===== config.mk =====
export PLATFORM = sky130hd
export DESIGN_NAME = ntt_stage_sched
export DESIGN_NICKNAME = d
export VERILOG_FILES = /design/src/rtl/ntt_stage_sched.sv
export SDC_FILE = /design/constraint.sdc
export NUM_CORES = 1
export LEC_CHECK = 0
export ABC_AREA = 0
export BUFFER_PORTS_ARGS = -buffer_cell sky130_fd_sc_hd__clkbuf_2
export CORE_UTILIZATION = 46
export DETAILED_ROUTE_END_ITERATION = 12
export GPL_TIMING_DRIVEN = 0
export HOLD_SLACK_MARGIN = 0.08
export PLACE_DENSITY = 0.76
export SETUP_SLACK_MARGIN = 0.4
export SYNTH_ARGS = -nofsm -noshare
export SYNTH_HDL_FRONTEND = slang
export SYNTH_SLANG_ARGS = --single-unit

===== constraint.sdc =====
create_clock -name clk -period 4.4 [get_ports clk]
set_input_delay 0.22 -clock clk [delete_from_list [all_inputs] [get_ports clk]]
set_output_delay 0.22 -clock clk [all_outputs]
set_load 0.02 [all_outputs]

===== src/rtl/ntt_stage_sched.sv =====
// Butterfly-pair address scheduler for one NTT/INTT ALU lane.
// Walks all LOG_N stages of the transform. Each stage issues N/2 coefficient-pair
// addresses together with the swap select, then waits PIPE_LAT cycles so the ALU
// pipe can empty before the next stage starts reading.
module ntt_stage_sched #(
  parameter int LOG_N      = 12,
  parameter int ADDR_WIDTH = 12,
  parameter int PIPE_LAT   = 8,
  parameter int STAGE_W    = $clog2(LOG_N)
) (
  input  logic                  clk,
  input  logic                  rst,
  input  logic                  i_start,
  input  logic                  i_mode,
  input  logic                  i_ready,
  output logic                  o_busy,
  output logic                  o_valid,
  output logic [ADDR_WIDTH-1:0] o_addr0,
  output logic [ADDR_WIDTH-1:0] o_addr1,
  output logic                  o_alu_inout_swap,
  output logic [STAGE_W-1:0]    o_stage,
  output logic                  o_stage_done,
  output logic                  o_done
);

  localparam int J_W  = LOG_N - 1;
  localparam int DC_W = 8;

  typedef enum logic [1:0] {S_IDLE, S_RUN, S_DRAIN, S_DONE} state_t;

  state_t              r_state, w_nxt_state;
  logic [J_W-1:0]      r_j, w_nxt_j;
  logic [STAGE_W-1:0]  r_stage, w_nxt_stage;
  logic [DC_W-1:0]     r_dcnt, w_nxt_dcnt;
  logic                r_mode, w_nxt_mode;

  logic                  r_busy, r_valid, r_swap, r_stage_done, r_done;
  logic [ADDR_WIDTH-1:0] r_addr0, r_addr1;

  logic [STAGE_W-1:0]    w_k;
  logic [ADDR_WIDTH-1:0] w_jx, w_mask, w_a0, w_a1;
  logic                  w_swap;

  // Scheduler state register: FSM plus pair, stage and drain counters.
  always_ff @(posedge clk) begin
    if (rst) begin
      r_state <= S_IDLE;
      r_j     <= '0;
      r_stage <= '0;
      r_dcnt  <= '0;
      r_mode  <= 1'b0;
    end else begin
      r_state <= w_nxt_state;
      r_j     <= w_nxt_j;
      r_stage <= w_nxt_stage;
      r_dcnt  <= w_nxt_dcnt;
      r_mode  <= w_nxt_mode;
    end
  end

  // Next-state logic; a stalled RUN keeps everything as-is so the outputs hold.
  always_comb begin
    w_nxt_state = r_state;
    w_nxt_j     = r_j;
    w_nxt_stage = r_stage;
    w_nxt_dcnt  = r_dcnt;
    w_nxt_mode  = r_mode;
    unique case (r_state)
      S_IDLE: begin
        if (i_start) begin
          w_nxt_state = S_RUN;
          w_nxt_j     = '0;
          w_nxt_stage = '0;
          w_nxt_dcnt  = '0;
          w_nxt_mode  = i_mode;
        end
      end
      S_RUN: begin
        if (i_ready) begin
          if (r_j == {J_W{1'b1}}) begin
            w_nxt_state = S_DRAIN;
            w_nxt_dcnt  = '0;
          end else begin
            w_nxt_j = r_j + J_W'(1);
          end
        end
      end
      S_DRAIN: begin
        if (r_dcnt == DC_W'(PIPE_LAT - 1)) begin
          w_nxt_dcnt = '0;
          if (r_stage == STAGE_W'(LOG_N - 1)) begin
            w_nxt_state = S_DONE;
          end else begin
            w_nxt_state = S_RUN;
            w_nxt_stage = r_stage + STAGE_W'(1);
            w_nxt_j     = '0;
          end
        end else begin
          w_nxt_dcnt = r_dcnt + DC_W'(1);
        end
      end
      S_DONE: begin
        w_nxt_state = S_IDLE;
        w_nxt_stage = '0;
        w_nxt_j     = '0;
      end
      default: w_nxt_state = S_IDLE;
    endcase
  end

  // Pair addresses for the upcoming cycle: a zero bit inserted into j at position k.
  always_comb begin
    w_k    = w_nxt_mode ? w_nxt_stage : (STAGE_W'(LOG_N - 1) - w_nxt_stage);
    w_jx   = ADDR_WIDTH'(w_nxt_j);
    w_mask = (ADDR_WIDTH'(1) << w_k) - ADDR_WIDTH'(1);
    w_a0   = ((w_jx & ~w_mask) << 1) | (w_jx & w_mask);
    w_a1   = w_a0 | (ADDR_WIDTH'(1) << w_k);
    w_swap = (w_k == '0) & w_nxt_j[0];
  end

  // Output registers, loaded from next-state values so they line up with the FSM.
  always_ff @(posedge clk) begin
    if (rst) begin
      r_busy       <= 1'b0;
      r_valid      <= 1'b0;
      r_addr0      <= '0;
      r_addr1      <= '0;
      r_swap       <= 1'b0;
      r_stage_done <= 1'b0;
      r_done       <= 1'b0;
    end else begin
      r_busy       <= (w_nxt_state != S_IDLE);
      r_valid      <= (w_nxt_state == S_RUN);
      r_addr0      <= (w_nxt_state == S_RUN) ? w_a0 : '0;
      r_addr1      <= (w_nxt_state == S_RUN) ? w_a1 : '0;
      r_swap       <= (w_nxt_state == S_RUN) & w_swap;
      r_stage_done <= (w_nxt_state == S_DRAIN) && (w_nxt_dcnt == DC_W'(PIPE_LAT - 1));
      r_done       <= (w_nxt_state == S_DONE);
    end
  end

  assign o_busy           = r_busy;
  assign o_valid          = r_valid;
  assign o_addr0          = r_addr0;
  assign o_addr1          = r_addr1;
  assign o_alu_inout_swap = r_swap;
  assign o_stage          = r_stage;
  assign o_stage_done     = r_stage_done;
  assign o_done           = r_done;

endmodule


==> run summary, run 1 <==
CP cell instances - nor3b_2 -> mux2i_2 -> clkbuf_1 -> nand3_1 -> o21ai_2 -> nand3_1 -> ha_1 -> clkbuf_2 -> nand2_1 -> nor4_1 -> o31a_1 -> or4b_1 -> a21oi_1
Routed WL - 7910 um
Internal power - 0.656 mW
Simple-gate area share of the yosys netlist - 30.8%
FF-to-FF path depth - 13
YS warnings - 0
Layout cells sized above 1 - 20.1%
Critical Path RT - 4630 ps
Crit Path Class - flop to flop
Root Buffer - clkbuf_8
HPWL after DPL - 5800 um
PortBufs - 37
Fmax - 262 MHz
Chip Height - 84.0 um
Drt first pass iters - 9
Largest cells by area after synthesis - dfxtp_1 36%, nor2_1 5.3%, a21oi_1 4.0%
Combinational power share - 13.2%
1st-iter DRT viols - 322
CTS Sinks - 55
Die W - 84.0 um
Min-Delay Endpoint - o_busy
Layout area overhead - 14.4%
Count of cell types in the netlist - 74
Worst reg-to-reg setup slack - 580 ps
Avg Cell Area, Syn - 8.38 sq um
Final period util - 86.9%
CP endpoint kind - flop
Clock skew - 8.98 ps
Starting Density - 48.1%
CTS clk-pin slew, worst paths - 100 ps
Largest net degree at the start of global routing - 18
EDFF count, synth - 0
Largest family of logic cells by synthesized area - simple AND/OR/NAND/NOR gates
CTS Buf Count - 5
Most used cell, CP - nand3_1
Slew Limit Fails - 0
Total gr overflow - 0
Full die area - 0.00705 sq mm
Mux share of post-synthesis cell area - 1.01%
Synth area leader - dfxtp_1
# IOs - 38
Critical Path AT - 4060 ps
Initial antenna violation count - 0
Pwr Density - 257 mW/mm^2
Peak supply drop - 125 uV
Post-layout min period - 3820 ps
Area share of fa/ha/maj cells after synthesis - 1.62%
RSZ-0062 raised after global routing - false
Switching fraction of total power - 27.7%
Status - complete, but fails checks
Fin nets - 425
Worst-margin pin slew - 689 ps
Clock power share - 31.0%
CTS tree - yes
Via count - 3104
Row count - 29
Post-synthesis sequential area ratio - 35.6%
DP Area - 0.00337 sq mm
Setup violators final - 0
N_diodes - 0
Syn nets - 378
Reg power frac - 55.8%
Hold_ws - 130 ps
First-pass GRT wire length - 13200 um
Design area - 0.00354 sq mm
GP Congestion - 0.949
Antenna Nets Post-Route - 0
All-layer global routing usage - 22.8%
Switching pwr - 0.252 mW
Post-synthesis register bit count - 55
Maxcap violations - 0
Leakage power - 1.35 nW
Final design utilization - 55.1%
Via density - 6.28
Area share of the largest cell type after synthesis - 35.6%
Sum Neg Setup Slack - 0 ps
Reg2Reg Launch Point - r_state[0]
Post-Synthesis Cells - 369
FFs w/ async S/R, synth - 0%
WHS Path Cells - 2
FF-to-FF End - o_addr0[4]
Crit start category - flop
Synth Area in Compound Gates - 25.2%
Vias in the first global route - 2793
Max-slew headroom - 54.1%
Worst hold-check path type - primary input to flop
XOR/XNOR Fraction of Synth Area - 2.75%
Clock Tree Buf Depth - 2
Top_reg_cell synth - dfxtp_1
Routed wire length per instance - 16.0 um
H-tree Lvls - 2
DRC viols - 8
Critical path's slowest cell - mux2i_2
Final hold vios - 0
Max incr delay on CP - 520 ps
Failing checks - design-rule violations
Mapped cell area - 0.00309 sq mm
Crit-path max FO - 10
Core Footprint - 0.00642 sq mm
Clock Latency Late Sink - 310 ps
HP Start - rst
[power by group through the flow]
stage               clock (mW)  sequential, mW  combinational (mW)
finish                   0.281           0.507               0.120
global placement             0           0.518               0.112
floorplan                    0           0.523              0.0778
detailed placement           0           0.518               0.113
CTS                      0.290           0.507               0.116
global route             0.307           0.508               0.130
[cell type report]
| cell class | count | area [sq um] |
|---|---|---|
| Tap cell | 77 | 96.3 |
| Timing Repair Buffer | 40 | 208 |
| Fill cell | 599 | 2890 |
| Clock buffer | 6 | 72.6 |
| Sequential cell | 55 | 1100 |
| Multi-Input combinational cell | 293 | 1940 |
| Inverter | 6 | 23.8 |
| Buffer | 15 | 75.1 |
| Clock inverter | 2 | 16.3 |
[timing repair]
item                                    4_1_cts  5_1_grt
hold buffers                                  0        0
setup buffers                                 1        2
endpoints found under the hold margin         0        0
gates resized for setup                       7        7
endpoints found under the setup margin       13       11
pin swaps                                     2        1
[synth_stat cells, types with 3 or more instances]
master / instances
and3_1: 11
buf_2: 4
nand3_1: 23
or3_1: 3
nor4_1: 6
nand3b_1: 3
nand4_1: 8
nor3_1: 9
xnor2_1: 6
a31oi_1: 10
o21ai_0: 18
a21o_1: 4
and4_1: 3
and2_1: 7
nor2b_1: 3
inv_1: 5
o22ai_1: 8
nor2_1: 44
nand2b_1: 5
ha_1: 4
clkbuf_1: 9
a21oi_1: 25
a31o_2: 3
dfxtp_1: 55
nand2_1: 23
o21ai_1: 6
nor3b_1: 4
[layout by cell type, fill, tap and decap left out, types with 7 or more instances in the layout]
master,count
dfxtp_1,55
nor2_1,44
clkbuf_2,39
a21oi_1,25
nand2_1,23
nand3_1,23
o21ai_0,17
and3_1,11
a31oi_1,10
nor3_1,9
clkbuf_1,8
o22ai_1,8
nand4_1,8
and2_1,7
[worst max-delay path: cells and delay by family, from the launching register on]
| family | cells | cell delay, ps |
|---|---|---|
| AO/OA/AOI/OAI | 3 | 620 |
| adder cells (fa/ha/maj) | 1 | 280 |
| buffers and inverters | 2 | 600 |
| flip-flops | 1 | 360 |
| multiplexers | 1 | 520 |
| AND/OR/NAND/NOR | 6 | 1380 |
[routing by layer]
metal | GRT usage, % | up-vias | wire length [um]
met4 | 8.46 | 0 | 96
met1 | 31.0 | 1459 | 3590
met5 | 0 | - | 0
met2 | 36.5 | 140 | 3690
met3 | 3.46 | 16 | 536
li1 | - | 1489 | -
[worst max path at each step]
stage,cells past startpoint,slack [ps],end,startpoint
floorplan,14,830,o_addr0[4],o_stage[0]
global placement,13,110,o_addr1[8],i_start
detailed placement,13,60,o_addr1[8],i_start
CTS,14,430,o_addr0[4],r_dcnt[0]
global route,14,400,o_addr0[4],r_dcnt[0]
finish,13,580,o_addr0[4],r_state[0]
[stage by stage]
stage                     instances  setup WS (ps)  total power, mW
after floorplan                 369            828            0.601
after global routing            494            398            0.944
after CTS                       492            427            0.913
after detailed placement        483           59.7            0.631
after global placement          483            107            0.630
final                           494            579            0.907
[state kept, by name, summed over array words and instances, names as in the netlist]
| register | count |
|---|---|
| o_addr0 | 12 |
| o_alu_inout_swap | 1 |
| o_addr1 | 12 |
| r_dcnt | 8 |
| o_busy | 1 |
| o_stage | 4 |
| o_valid | 1 |
| o_stage_done | 1 |
| o_done | 1 |
| r_j | 11 |
| r_mode | 1 |
| r_state | 2 |
[cell families after synthesis]
kind of cell    count (synthesis)
mux                             3
fa+ha+maj                       4
buf+inv                        21
simple gates                  169
compound gates                109
xor+xnor                        8
flops                          55
Power figures use the tool's default switching activity.
==> run 2: changes to the inputs <==
--- a/config.mk
+++ b/config.mk
@@ -8,6 +8,7 @@
 export ABC_AREA = 0
 export BUFFER_PORTS_ARGS = -buffer_cell sky130_fd_sc_hd__clkbuf_2
 export CORE_UTILIZATION = 46
+export CTS_BUF_LIST = sky130_fd_sc_hd__clkbuf_4
 export DETAILED_ROUTE_END_ITERATION = 12
 export GPL_TIMING_DRIVEN = 0
 export HOLD_SLACK_MARGIN = 0.08
==> run 2 against run 1 <==
Effect of this change: the flow still finishes with violations (design-rule violations); core utilization decreased by 0.14 points; routed wire length decreased by 0.68%; maximum frequency increased by 0.36%; cell count increased by 0.20%; combinational power about the same; design area decreased by 0.25%; non-clock buffer count increased by 1; sequential power about the same; via count unchanged; count of clock-buffer cells in the layout unchanged; clock skew increased by 2.4 ps; highest routed layer unchanged.
==> run summary, run 2 (synthesized netlist as in run 1, its figures left out) <==
Status - complete, but fails checks (unchanged)
Failing checks - design-rule violations (unchanged)
Layout cells sized above 1 - 20.3% (was 20.1%)
Most frequent cells in the layout - 55 x dfxtp_1, 44 x nor2_1, 39 x clkbuf_2, 25 x a21oi_1 (unchanged)
Clock skew - 11.4 ps (was 8.98 ps)
Peak supply drop - 140 uV (was 125 uV)
Routed WL - 7860 um (was 7910 um)
Place WS - 59.7 ps (unchanged)
All-layer global routing usage - 22.8% (about the same)
PortBufs - 37 (unchanged)
Root Buffer - clkbuf_4 (was clkbuf_8)
Critical Path RT - 4710 ps (was 4630 ps)
Starting Density - 48.1% (unchanged)
Maxcap violations - 0 (unchanged)
HPWL after DPL - 5800 um (unchanged)
Commonest non-fill, non-tap cell in the layout - dfxtp_1 (unchanged)
Largest net degree at the start of global routing - 18 (unchanged)
Core Footprint - 0.00642 sq mm (unchanged)
Chip Height - 84.0 um (unchanged)
Leakage power - 1.35 nW (about the same)
Worst-margin pin slew - 667 ps (was 689 ps)
Final period util - 86.5% (was 86.9%)
Initial antenna violation count - 0 (unchanged)
CTS Buf Count - 5 (unchanged)
H-tree Lvls - 2 (unchanged)
Worst hold-check path type - primary input to flop (unchanged)
Fin nets - 426 (was 425)
RSZ-0062 raised after global routing - false (unchanged)
Critical Path AT - 4120 ps (was 4060 ps)
Crit-path max FO - 10 (unchanged)
Via count - 3104 (unchanged)
CTS clk-pin slew, worst paths - 150 ps (was 100 ps)
N_diodes - 0 (unchanged)
Slew Limit Fails - 0 (unchanged)
CTS Sinks - 55 (unchanged)
Fmax - 263 MHz (was 262 MHz)
Clock Tree Buf Depth - 2 (unchanged)
Sum Neg Setup Slack - 0 ps (unchanged)
Full die area - 0.00705 sq mm (unchanged)
Layout area overhead - 14.1% (was 14.4%)
GP Congestion - 0.949 (unchanged)
Setup violators final - 0 (unchanged)
Row count - 29 (unchanged)
Crit start category - flop (unchanged)
Antenna Nets Post-Route - 0 (unchanged)
Crit Path Class - flop to flop (unchanged)
Vias in the first global route - 2803 (was 2793)
1st-iter DRT viols - 328 (was 322)
PnR worst setup slack - 592 ps (was 579 ps)
CP endpoint kind - flop (unchanged)
Via density - 6.27 (was 6.28)
Pwr Density - 244 mW/mm^2 (was 257 mW/mm^2)
Routed wire length per instance - 15.9 um (was 16.0 um)
Clock Latency Late Sink - 380 ps (was 310 ps)
Die W - 84.0 um (unchanged)
Fillcell total - 598 (was 599)
# IOs - 38 (unchanged)
Final hold vios - 0 (unchanged)
Max-slew headroom - 55.1% (was 54.1%)
DRC viols - 8 (unchanged)
Drt first pass iters - 9 (unchanged)
Total gr overflow - 0 (unchanged)
Post-layout min period - 3810 ps (was 3820 ps)
CTS tree - yes (unchanged)
First-pass GRT wire length - 13200 um (unchanged)
-- run 2: worst paths after layout --
| check | startpoint | endpoint | slack [ps] | cells past startpoint |
|---|---|---|---|---|
| max | r_dcnt[0] | o_addr0[4] | 590 | 14 |
| min | i_mode | o_addr1[10] | 450 | 5 |
| max reg2reg | r_dcnt[0] | o_addr0[4] | 590 | 14 |
| min reg2reg | r_dcnt[7] | r_dcnt[7] | 570 | 2 |
-- run 2: layer usage --
layer / track usage, % / vias up / routed length (um)
li1: - / 1499 / -
met3: 3.56 / 17 / 467
met2: 36.7 / 124 / 3680
met1: 30.7 / 1464 / 3580
met5: 0 / - / 0
met4: 8.78 / 0 / 129
-- run 2: area by class of cell --
cell class                 count  area (sq um)  share of cell area [%]
tap                           77          96.3                    2.73
buffer                        15          75.1                    2.13
clock buffer                   6          45.0                    1.28
inverter                       6          23.8                   0.674
clock inverter                 2          16.3                   0.461
sequential                    55          1100                    31.2
timing repair buffer          41           218                    6.17
multi-input combinational    293          1950                    55.3
-- run 2: report_power, final --
| part | switching, mW | internal, mW |
|---|---|---|
| clock | 0.159 | 0.0712 |
| sequential | 0.00315 | 0.505 |
| combinational | 0.0827 | 0.0387 |
-- run 2: worst max-delay path: stages, from the launching register on --
cell       delay [ps]
dfxtp_1           420
ha_2              270
and4bb_2          340
o2111ai_1         230
a31oi_4           310
nand2_1           160
o21ai_2           230
nand3_1           190
ha_1              280
clkbuf_2          220
nand2_1            90
nor4_1             40
o31a_1            320
or4b_1            480
a21oi_1           160
-- run 2: what timing repair did --
item	CTS	global route
endpoints found under the setup margin	13	11
pin swaps	2	1
gates resized for setup	7	8
hold endpoints to repair	3	0
hold buffers	1	0
setup buffers	1	2
-- run 2: per-stage QoR --
stage               util [%]  instances  hold WS (ps)  power [mW]  instance area [sq um]
finish                  54.9        495           455       0.860                   3530
global route            54.9        495           462       0.899                   3530
CTS                     54.2        493           466       0.865                   3480
detailed placement      52.5        483           463       0.631                   3370
global placement        52.5        483           459       0.630                   3370
floorplan                  -        369           289       0.601                   3090
==> run 3: changes to the inputs <==
--- a/config.mk
+++ b/config.mk
@@ -12,7 +12,7 @@
 export DETAILED_ROUTE_END_ITERATION = 12
 export GPL_TIMING_DRIVEN = 0
 export HOLD_SLACK_MARGIN = 0.08
-export PLACE_DENSITY = 0.76
+export PLACE_DENSITY = 0.78
 export SETUP_SLACK_MARGIN = 0.4
 export SYNTH_ARGS = -nofsm -noshare
 export SYNTH_HDL_FRONTEND = slang
==> constraint.sdc (replaced) <==
create_clock -name clk -period 3.1 [get_ports clk]
set_input_delay 0.62 -clock clk [delete_from_list [all_inputs] [get_ports clk]]
set_output_delay 0.62 -clock clk [all_outputs]
set_load 0.02 [all_outputs]
==> run 3 against run 2 <==
Effect of this change: the flow finishes with violations (design-rule violations, negative setup slack); first-iteration DRC count increased by 17%; clock skew down 4.1 ps; combinational power grew to 2.6 times the previous value; non-clock buffer count grew 46; core utilization grew 15 points; die area stayed put; power up 66%; sequential power is 41% higher; clock power up 69%; via count increased by 13%; sequential cell count did not move; design area is 27% higher.
==> run summary, run 3 (synthesized netlist as in run 1, its figures left out) <==
Status - complete, but fails checks (unchanged)
Failing checks - design-rule violations, negative setup slack (was design-rule violations)
Final design utilization - 69.6% (was 54.9%)
Chip Height - 84.0 um (unchanged)
Clock Tree Buf Depth - 2 (unchanged)
Total gr overflow - 0 (unchanged)
Reg2Reg Launch Point - r_state[0] (was r_dcnt[0])
Post-layout min period - 3260 ps (was 3810 ps)
Crit-path max FO - 3 (was 10)
Hold_ws - 454 ps (was 455 ps)
Drt first pass iters - 12 (was 9)
Most frequent cells in the layout - 47 x dfxtp_1, 44 x nor2_1, 38 x buf_4, 37 x clkbuf_2, 22 x a21oi_1 (was 55 x dfxtp_1, 44 x nor2_1, 39 x clkbuf_2, 25 x a21oi_1)
Commonest non-fill, non-tap cell in the layout - dfxtp_1 (unchanged)
CTS clk-pin slew, worst paths - 160 ps (was 150 ps)
Fmax - 307 MHz (was 263 MHz)
Layout cells sized above 1 - 38.9% (was 20.3%)
Initial antenna violation count - 0 (unchanged)
Worst setup endpoint - o_addr0[4] (unchanged)
Most used cell, CP - buf_6 (was nand2_1)
Critical Path AT - 3580 ps (was 4120 ps)
Crit Path Class - flop to flop (unchanged)
Starting Density - 48.1% (unchanged)
CP endpoint kind - flop (unchanged)
Max incr delay on CP - 510 ps (was 480 ps)
Sum Neg Setup Slack - -567 ps (was 0 ps)
Row count - 29 (unchanged)
Root Buffer - clkbuf_4 (unchanged)
Die W - 84.0 um (unchanged)
GP Congestion - 0.938 (was 0.949)
Vias in the first global route - 3218 (was 2803)
CP Buf/Inv Count - 5 (was 1)
Post-layout power - 1.42 mW (was 0.860 mW)
Clock skew - 7.33 ps (was 11.4 ps)
Final hold vios - 0 (unchanged)
Largest net degree at the start of global routing - 17 (was 18)
First-pass GRT wire length - 15800 um (was 13200 um)
Leakage power - 1.70 nW (was 1.35 nW)
Critical path's slowest cell - or4b_4 (was or4b_1)
Layout area overhead - 44.6% (was 14.1%)
Pwr Density - 318 mW/mm^2 (was 244 mW/mm^2)
Routed WL - 10300 um (was 7860 um)
Setup violators final - 7 (was 0)
Delay-heaviest family, CP - simple AND/OR/NAND/NOR gates (unchanged)
Crit start category - flop (unchanged)
Peak supply drop - 168 uV (was 140 uV)
CP cell instances - buf_8 -> buf_6 -> buf_6 -> nand3b_1 -> nor4_4 -> a31o_4 -> buf_6 -> nand3_4 -> o21ai_4 -> nand3_2 -> ha_4 -> buf_6 -> nand2_4 -> nor4_2 -> o31a_1 -> or4b_4 -> a21oi_2 (was ha_2 -> and4bb_2 -> o2111ai_1 -> a31oi_4 -> nand2_1 -> o21ai_2 -> nand3_1 -> ha_1 -> clkbuf_2 -> nand2_1 -> nor4_1 -> o31a_1 -> or4b_1 -> a21oi_1)
PnR worst setup slack - -159 ps (was 592 ps)
DRC viols - 8 (unchanged)
FF-to-FF path depth - 17 (was 14)
Fin nets - 472 (was 426)
Worst hold-check path type - primary input to flop (unchanged)
Max-slew headroom - 48.5% (was 55.1%)
Stages on worst setup path - 17 (was 14)
Worst reg-to-reg setup slack - -160 ps (was 590 ps)
Via count - 3492 (was 3104)
Antenna Nets Post-Route - 0 (unchanged)
CTS Sinks - 55 (unchanged)
PortBufs - 37 (unchanged)
WHS Path Cells - 2 (was 5)
Routed wire length per instance - 19.2 um (was 15.9 um)
Full die area - 0.00705 sq mm (unchanged)
RSZ-0062 raised after global routing - true (was false)
Worst-margin pin slew - 768 ps (was 667 ps)
CTS Buf Count - 5 (unchanged)
All-layer global routing usage - 28.0% (was 22.8%)
CTS tree - yes (unchanged)
FF-to-FF End - o_addr0[4] (unchanged)
Worst Setup SP - r_state[0] (was r_dcnt[0])
# IOs - 38 (unchanged)
1st-iter DRT viols - 385 (was 328)
Maxcap violations - 0 (unchanged)
Slew Limit Fails - 0 (unchanged)
H-tree Lvls - 2 (unchanged)
Final period util - 105% (was 86.5%)
HPWL after DPL - 6020 um (was 5800 um)
Critical Path RT - 3420 ps (was 4710 ps)
Via density - 6.47 (was 6.27)
Clock Latency Late Sink - 380 ps (about the same)
Core Footprint - 0.00642 sq mm (unchanged)
N_diodes - 0 (unchanged)
## run 3: layout make-up
type                    count  area [sq um]
inverters                   6          35.0
plain buffers              15           130
multi-input cells         293          2350
well taps                  77          96.3
fillers                   441          1950
flip-flops and latches     55          1130
clock inverters             2          37.5
repair buffers             87           652
clock buffers               5          37.5
## run 3: routing by layer
layer / GRT usage (%) / up-vias / wire [um]
met5: 0 / - / 0
met4: 14.9 / 0 / 492
met3: 4.45 / 51 / 747
met2: 46.1 / 202 / 5080
met1: 35.0 / 1655 / 4030
li1: - / 1584 / -
## run 3: worst register-to-register path: stages, from the launching register on
cell and delay, ps:
dfxtp_4 390, buf_8 120, buf_6 110, buf_6 100, nand3b_1 190, nor4_4 330
a31o_4 150, buf_6 100, nand3_4 80, o21ai_4 110, nand3_2 120, ha_4 190
buf_6 120, nand2_4 40, nor4_2 30, o31a_1 340, or4b_4 510, a21oi_2 150
## run 3: how the worst min path moves through the flow
stage | startpoint | to | slack, ps
floorplan | r_dcnt[7] | r_dcnt[7] | 480
global placement | r_dcnt[7] | r_dcnt[7] | 510
detailed placement | r_dcnt[7] | r_dcnt[7] | 530
CTS | rst | o_busy | 440
global route | rst | o_busy | 470
finish | rst | o_busy | 450
## run 3: through the flow
step	instances	instance area (sq um)	worst slack, ps
after floorplan	369	3240	-56.7
after global placement	483	3520	-628
after detailed placement	483	3520	-683
after CTS	529	4250	-113
after global routing	540	4470	-245
final	540	4470	-159
## run 3: repair_timing
action	4_1_cts	5_1_grt
buffers inserted	39	11
pin swaps	35	23
hold buffers	0	0
resized for setup	68	28
setup endpoints to repair	22	20
gates cloned	0	0
## run 3: power by group
group,internal (mW),switching (mW),total [mW]
combinational,0.137,0.179,0.316
clock,0.166,0.226,0.391
sequential,0.711,0.00478,0.716
